`src/rtl/peak_readout_ser.sv`:
```
// Serialises one peak bin per pixel from a histogram frame,
// with a one-frame pending buffer, window bounds and overrun flag.
//
// Ports:
//   clk, res       clock, async active-low reset
//   peakValid      one-cycle pulse, peakIn holds a final frame
//   peakIn         PIX peaks of NP bits, pixel p at [p*NP +: NP]
//   outReady       downstream accepts the current beat
//   ovrClr         synchronous clear of overrun
//   outValid       beat presented
//   outPixel       pixel index of the beat
//   outPeak        peak bin of the beat
//   outWinLo/Hi    peak -/+ GUARD, saturated to [0, 2^NP-1]
//   busy           frame active or pending
//   overrun        sticky, a frame was dropped
module peak_readout_ser #(
  parameter int NP    = 10,
  parameter int PIX   = 3,
  parameter int GUARD = 2
) (
  input  logic                clk,
  input  logic                res,
  input  logic                peakValid,
  input  logic [PIX*NP-1:0]   peakIn,
  input  logic                outReady,
  input  logic                ovrClr,
  output logic                outValid,
  output logic [((PIX>1)?$clog2(PIX):1)-1:0] outPixel,
  output logic [NP-1:0]       outPeak,
  output logic [NP-1:0]       outWinLo,
  output logic [NP-1:0]       outWinHi,
  output logic                busy,
  output logic                overrun
);

  localparam int PW = (PIX > 1) ? $clog2(PIX) : 1;
  localparam logic [PW-1:0] LAST = PW'(PIX - 1);
  localparam logic [NP:0] G    = (NP+1)'(GUARD);
  localparam logic [NP:0] MAXV = {1'b0, {NP{1'b1}}};

  typedef enum logic {
    IDLE = 1'b0,
    SEND = 1'b1
  } state_t;

  state_t              state_q, state_d;
  logic [PW-1:0]       idx_q, idx_d;
  logic [PIX*NP-1:0]   act_q, act_d;
  logic [PIX*NP-1:0]   pend_q, pend_d;
  logic                pfull_q, pfull_d;
  logic                ovr_q, ovr_d;

  logic                xfer;
  logic                last;
  logic                ovr_set;

  // State register
  always_ff @(posedge clk or negedge res) begin
    if (!res) begin
      state_q <= IDLE;
      idx_q   <= '0;
      act_q   <= '0;
      pend_q  <= '0;
      pfull_q <= 1'b0;
      ovr_q   <= 1'b0;
    end else begin
      state_q <= state_d;
      idx_q   <= idx_d;
      act_q   <= act_d;
      pend_q  <= pend_d;
      pfull_q <= pfull_d;
      ovr_q   <= ovr_d;
    end
  end

  // Next-state logic
  always_comb begin
    state_d = state_q;
    idx_d   = idx_q;
    act_d   = act_q;
    pend_d  = pend_q;
    pfull_d = pfull_q;
    ovr_set = 1'b0;
    xfer    = (state_q == SEND) && outReady;
    last    = xfer && (idx_q == LAST);

    case (state_q)
      IDLE: begin
        if (peakValid) begin
          act_d   = peakIn;
          idx_d   = '0;
          state_d = SEND;
        end
      end
      SEND: begin
        if (last) begin
          idx_d = '0;
          // Last beat leaves: promote pending,
          // or take a coinciding new frame.
          if (pfull_q) begin
            act_d = pend_q;
            if (peakValid) begin
              pend_d = peakIn;
            end else begin
              pfull_d = 1'b0;
            end
          end else if (peakValid) begin
            act_d = peakIn;
          end else begin
            state_d = IDLE;
          end
        end else begin
          if (xfer) begin
            idx_d = idx_q + PW'(1);
          end
          if (peakValid) begin
            if (!pfull_q) begin
              pend_d  = peakIn;
              pfull_d = 1'b1;
            end else begin
              ovr_set = 1'b1;
            end
          end
        end
      end
      default: state_d = IDLE;
    endcase

    // A drop in the clear cycle keeps the flag set.
    ovr_d = ovr_set | (ovr_q & ~ovrClr);
  end

  // Outputs, from registered state only
  logic [NP-1:0] peak;
  logic [NP:0]   ext;
  logic [NP:0]   hi_w;
  logic [NP-1:0] lo;
  logic [NP-1:0] hi;
  logic          send;

  always_comb begin
    peak = '0;
    for (int p = 0; p < PIX; p++) begin
      if (idx_q == PW'(p)) begin
        peak = act_q[p*NP +: NP];
      end
    end
    send = (state_q == SEND);
    ext  = {1'b0, peak};
    hi_w = ext + G;
    lo   = (ext < G) ? '0 : (peak - G[NP-1:0]);
    hi   = (hi_w > MAXV) ? {NP{1'b1}} : hi_w[NP-1:0];

    outValid = send;
    outPixel = send ? idx_q : '0;
    outPeak  = send ? peak : '0;
    outWinLo = send ? lo : '0;
    outWinHi = send ? hi : '0;
    busy     = send | pfull_q;
    overrun  = ovr_q;
  end

endmodule

```
`config.mk`:
```
export PLATFORM = sky130hd
export DESIGN_NAME = peak_readout_ser
export DESIGN_NICKNAME = d
export VERILOG_FILES = /design/src/rtl/peak_readout_ser.sv
export SDC_FILE = /design/constraint.sdc
export NUM_CORES = 1
export LEC_CHECK = 0
export ABC_AREA = 1
export BUFFER_PORTS_ARGS = -buffer_cell sky130_fd_sc_hd__buf_2
export CAP_MARGIN = 20
export CORE_ASPECT_RATIO = 0.5
export CORE_MARGIN = 5
export CORE_UTILIZATION = 40
export DETAILED_ROUTE_END_ITERATION = 10
export HOLD_SLACK_MARGIN = 0.1
export SKIP_CTS_REPAIR_TIMING = 1
export SLEW_MARGIN = 15
export SYNTH_ARGS = -nofsm -noshare
export SYNTH_HDL_FRONTEND = slang
export SYNTH_SLANG_ARGS = --single-unit
```
`constraint.sdc`:
```
create_clock -name clk -period 3.3 [get_ports clk]
set_input_delay 0.33 -clock clk [delete_from_list [all_inputs] [get_ports clk]]
set_output_delay 0.33 -clock clk [all_outputs]
set_load 0.01 [all_outputs]
```
### Word-level counts from Yosys, hierarchy flattened

Index checks and enable logic that the tools add are counted.

* bits in registers: 65
* bits of input ports: 35
* output and inout bits: 35
* word-level logic and storage cells: 64

* $add $sub $neg: 3
* $lt $le $gt $ge: 2
* equality and inequality tests: 8
* mux-type cells: 33
* bitwise logic cells: 5
* reduce and logical (&&, ||, !) cells: 7

Operators by type and width (number)
* two-way mux 30 bit: 8
* two-way mux 10 bit: 8
* one-hot mux 30 bit (2 select lines): 1
* adder 10 x 2 -> 11 bit (second input constant): 1
* > comparator 11 x 10 -> 1 bit (second input constant): 1
* less-than comparator 10 x 2 -> 1 bit (second input constant): 1
* two-way mux 1 bit: 10
* subtractor 10 x 2 -> 10 bit (second input constant): 1
* two-way mux 2 bit: 4
* inequality test 2 bit (second input constant): 3
* AND reduction 5 bit: 1
* inequality test 2 x 1 -> 1 bit (second input constant): 2
* one-hot mux 2 bit (2 select lines): 1
* AND reduction 2 bit: 2
* inequality test 3 x 1 -> 1 bit (second input constant): 1
* adder 2 x 1 -> 2 bit (second input constant): 1
* == test 2 x 1 -> 1 bit (second input constant): 1
* == test 2 bit (second input constant): 1
* logical AND 1 bit: 2
* zero test 2 bit: 1
* NOT 1 bit: 2
* OR 1 bit: 2
* one-hot mux 1 bit (2 select lines): 1
* nonzero test 2 bit: 1
* bitwise AND 1 bit: 1

### Longest topological paths before layout

* depth after elaboration: 8
* mapped depth: 19
* gate-level depth less buffers: 18

### Worst setup path before layout

Ideal clock, no wire load.

* path kind: flip-flop to output port
* start point: reg idx_q[0]
* end point: out outWinHi[2]
* arrival: 2.030 ns
* required time: 2.970 ns
* setup slack: 0.940 ns
* stages on the path, launching flop included: 17
* buffers on the path: 1
* cell sequence: dfrtp_1 -> buf_6 -> nor2_8 -> nand2_1 -> nand3_2 -> inv_1 -> ha_1 -> nor2_1 -> nor2_1 -> nand2_1 -> nor2_1 -> nand2_1 -> nor2_2 -> nand3_2 -> nand3_1 -> nand2_1 -> inv_1

* longest elaborated chain between the ends: 8
* elaborated cells on any way between the ends: 10
* classes of those cells: add/sub (1); order compare (1); eq/ne (2); mux (5); reduce/logical (1)

Ends and longest elaborated chain
* start: declaration: RTL line 47 `logic [PW-1:0] idx_q, idx_d;`
* start signal: assignment: RTL line 68 `idx_q <= idx_d;`
* zero test 2 bit: RTL line 144 `if (idx_q == PW'(p)) begin`
* two-way mux 10 bit (2 in a row): RTL line 144
* two-way mux 10 bit (*): RTL line 144
* adder 10 x 2 -> 11 bit (*): RTL line 150 `hi_w = ext + G;`
* > comparator 11 x 10 -> 1 bit: RTL line 152 `hi = (hi_w > MAXV) ? {NP{1'b1}} : hi_w[NP-1:0];`
* two-way mux 10 bit (*): RTL line 152
* two-way mux 10 bit (*): RTL line 158 `outWinHi = send ? hi : '0;`
* end: declaration: RTL line 31 `output logic [NP-1:0] outWinHi,`

Every way passes the cells marked *; elsewhere a longest branch is shown, timed or not.

### Final worst setup path

* start point: reg idx_q[0]
* end point: out outWinHi[7]

The elaborated chain is that of the path after synthesis.

==> results.json <==
{
  "async_flop_share_pct": 100,
  "dp.cells": 640,
  "total_power_mw": 5.42,
  "rr_endpoint": "pend_q[28]",
  "grt_overflow": 0,
  "ant_nets": 0,
  "yosysSeqAreaShare_pct": 41.9,
  "slew_headroom_pct": 37.1,
  "maxCapViolCount": 0,
  "grt_pass1_vias": 3266,
  "antenna_cells": 0,
  "grt_use_total_pct": 18.0,
  "critPathKind": "reg -> out",
  "fillers": 907,
  "cts_sinks": 65,
  "synthTopCellsByArea": "dfrtp_1, nand2_1, a32oi_1",
  "hold_depth": 2,
  "drt-total-wl_um": 10200,
  "p_leak_nw": 2.40,
  "drt_first_pass_iters": 4,
  "syn-cell-area_um2": 3880,
  "first_iter_violations": 176,
  "gp_congestion": 0.892,
  "dieArea_um2": 11900,
  "synthDominantCellAreaShare_pct": 41.9,
  "synth_edf_count": 0,
  "slew_violations": 0,
  "min_path_type": "in -> reg",
  "grt_setup_unrepaired": "no",
  "fin_area_um2": 4720,
  "htree_levels": 3,
  "status": "complete, no violations",
  "fmax_ghz": 0.331,
  "ys_types": 39,
  "fp-row-count": 25,
  "die_x_um": 149,
  "clk_pin_slew_ns": 0.05,
  "die_h_um": 79.7,
  "power_density_nw_per_um2": 1150,
  "synth_ff_type": "dfrtp_1",
  "drive_above_1_share_pct": 30.8,
  "setup_ws_ns": 0.283,
  "ir_worst_vdd_mv": 0.393,
  "synthToLayoutAreaGrowth_pct": 21.4,
  "core-area_um2": 9450,
  "synth-seq-cells": 65,
  "fin_cells": 661,
  "r2r_start": "idx_q[1]",
  "crit_fanout": 10,
  "final_util_pct": 49.9,
  "final.setup.tns_ns": 0,
  "synth_cells": 451,
  "drc": 0,
  "antenna_found_initial": 0,
  "clock_skew_ns": 0.00498,
  "cts_buffers": 9,
  "required_ns": 2.97,
  "num_io_pins": 70,
  "crit_arrival_ns": 2.69,
  "cts_root_buffer": "clkbuf_16",
  "synth_nets": 489,
  "ys.warnings.count": 0,
  "yosysTopAreaCell": "dfrtp_1",
  "cp-start-kind": "flop",
  "cts.path.max_buffers": 2,
  "start_util_pct": 41.1,
  "period_minus_slack_ns": 3.02,
  "dpl.hpwl_um": 7220,
  "post_synth.cell_area_avg_um2": 8.61,
  "grt_max_degree": 49,
  "final_nets": 559,
  "io_buffers": 69,
  "holdWs_ns": 0.184,
  "end_kind": "primary output",
  "wire_per_inst_um": 15.4,
  "clk_latency_ns": 0.33,
  "hold_violations": 0,
  "rrSetupSlack_ns": 0.97,
  "hold_end": "overrun",
  "r2r_cells": 9,
  "cts_tree": "built",
  "dpl_cell_area_um2": 4360,
  "vias": 3320,
  "hold_start": "ovrClr",
  "dpl_worst_slack_ns": 0.430,
  "tightest_slew_ns": 0.942,
  "vias_per_cell": 5.02,
  "setup_viol": 0,
  "finalCritPeriodShare_pct": 91.4,
  "grt_pass1_wl_um": 16800
}
==> synth_stat cells, types with 2 or more instances <==
cell,n
nand2_1,97
dfrtp_1,65
inv_1,63
o21ai_0,34
a32oi_1,30
nand3_1,22
mux2_2,20
nor2_1,17
clkbuf_1,16
mux2_1,10
nand2_2,9
nand3_2,6
nor2_2,6
inv_2,5
xor2_1,5
a21oi_1,4
nand3_4,4
nand4_1,4
nor2_4,4
buf_4,3
ha_1,3
buf_6,2
nand2_4,2
nor2_8,2
nor3_1,2
o21ai_1,2
o22ai_1,2
==> report_power, final <==
group	switching, mW	internal, mW
Sequential	0.235	1.17
Clock	0.356	0.607
Combinational	1.88	1.17
Total	2.47	2.95
==> kinds of logic after synthesis <==
logic type,share of synthesized area [%]
fa+ha+maj,0.966
flops,41.9
mux,8.70
xor+xnor,1.55
simple gates,23.6
buf+inv,9.79
compound gates,13.5
==> area by class of cell <==
cell class	instances	area [um^2]	area share (%)
inverters	70	270	5.73
repair buffers	81	453	9.60
flip-flops and latches	65	1630	34.5
multi-input cells	294	1890	40.1
well taps	135	169	3.58
clock inverters	6	66.3	1.41
clock buffers	10	239	5.07
==> sequential cells by signal (all words and copies together), names as in the netlist <==
signal    cells
pfull_q       1
overrun       1
act_q        30
pend_q       30
outValid      1
idx_q         2
==> per-layer routing <==
layer  GRT usage (%)  wire length, um
met1            26.0             5130
met3            4.71              616
met2            27.3             4360
met4            3.47               78
met5               0                0
==> worst max-delay path by stage <==
stage | from | end | depth (start not counted)
after floorplan | idx_q[0] | outWinHi[2] | 16
after global placement | idx_q[1] | outWinHi[7] | 18
after detailed placement | idx_q[0] | outWinHi[7] | 16
after CTS | idx_q[0] | outWinHi[7] | 16
after global routing | idx_q[1] | outWinHi[4] | 15
final | idx_q[0] | outWinHi[7] | 16
==> worst max-delay path, stage by stage (launching register included) <==
cell	delay, ns
dfrtp_2	0.51
nor2_8	0.21
nand2_1	0.13
nand3_4	0.14
inv_1	0.11
ha_1	0.34
nor2_1	0.06
nor2_1	0.09
nand2_1	0.05
nor2_1	0.10
nand2_1	0.07
nor2_2	0.11
nand3_2	0.12
nand3_1	0.09
nand2_1	0.06
inv_1	0.05
buf_2	0.12
==> cell usage in the layout, fill, tap and decap left out, types with 3 or more instances in the layout <==
cell       count
ha_1           3
nand4_1        4
buf_2         68
a32oi_1       30
nand3_2        5
inv_1         63
nor2_2         6
nor2_4         4
nand3_1       22
nand3_4        5
inv_2          5
mux2_2        20
a21oi_1        4
nand2_1       97
clkbuf_16      9
o21ai_0       33
nand2_2        9
dfrtp_1       63
nor2_1        17
mux2_1        10
buf_4         11
xor2_1         5
Note: power is estimated with default switching activity, not from simulation.
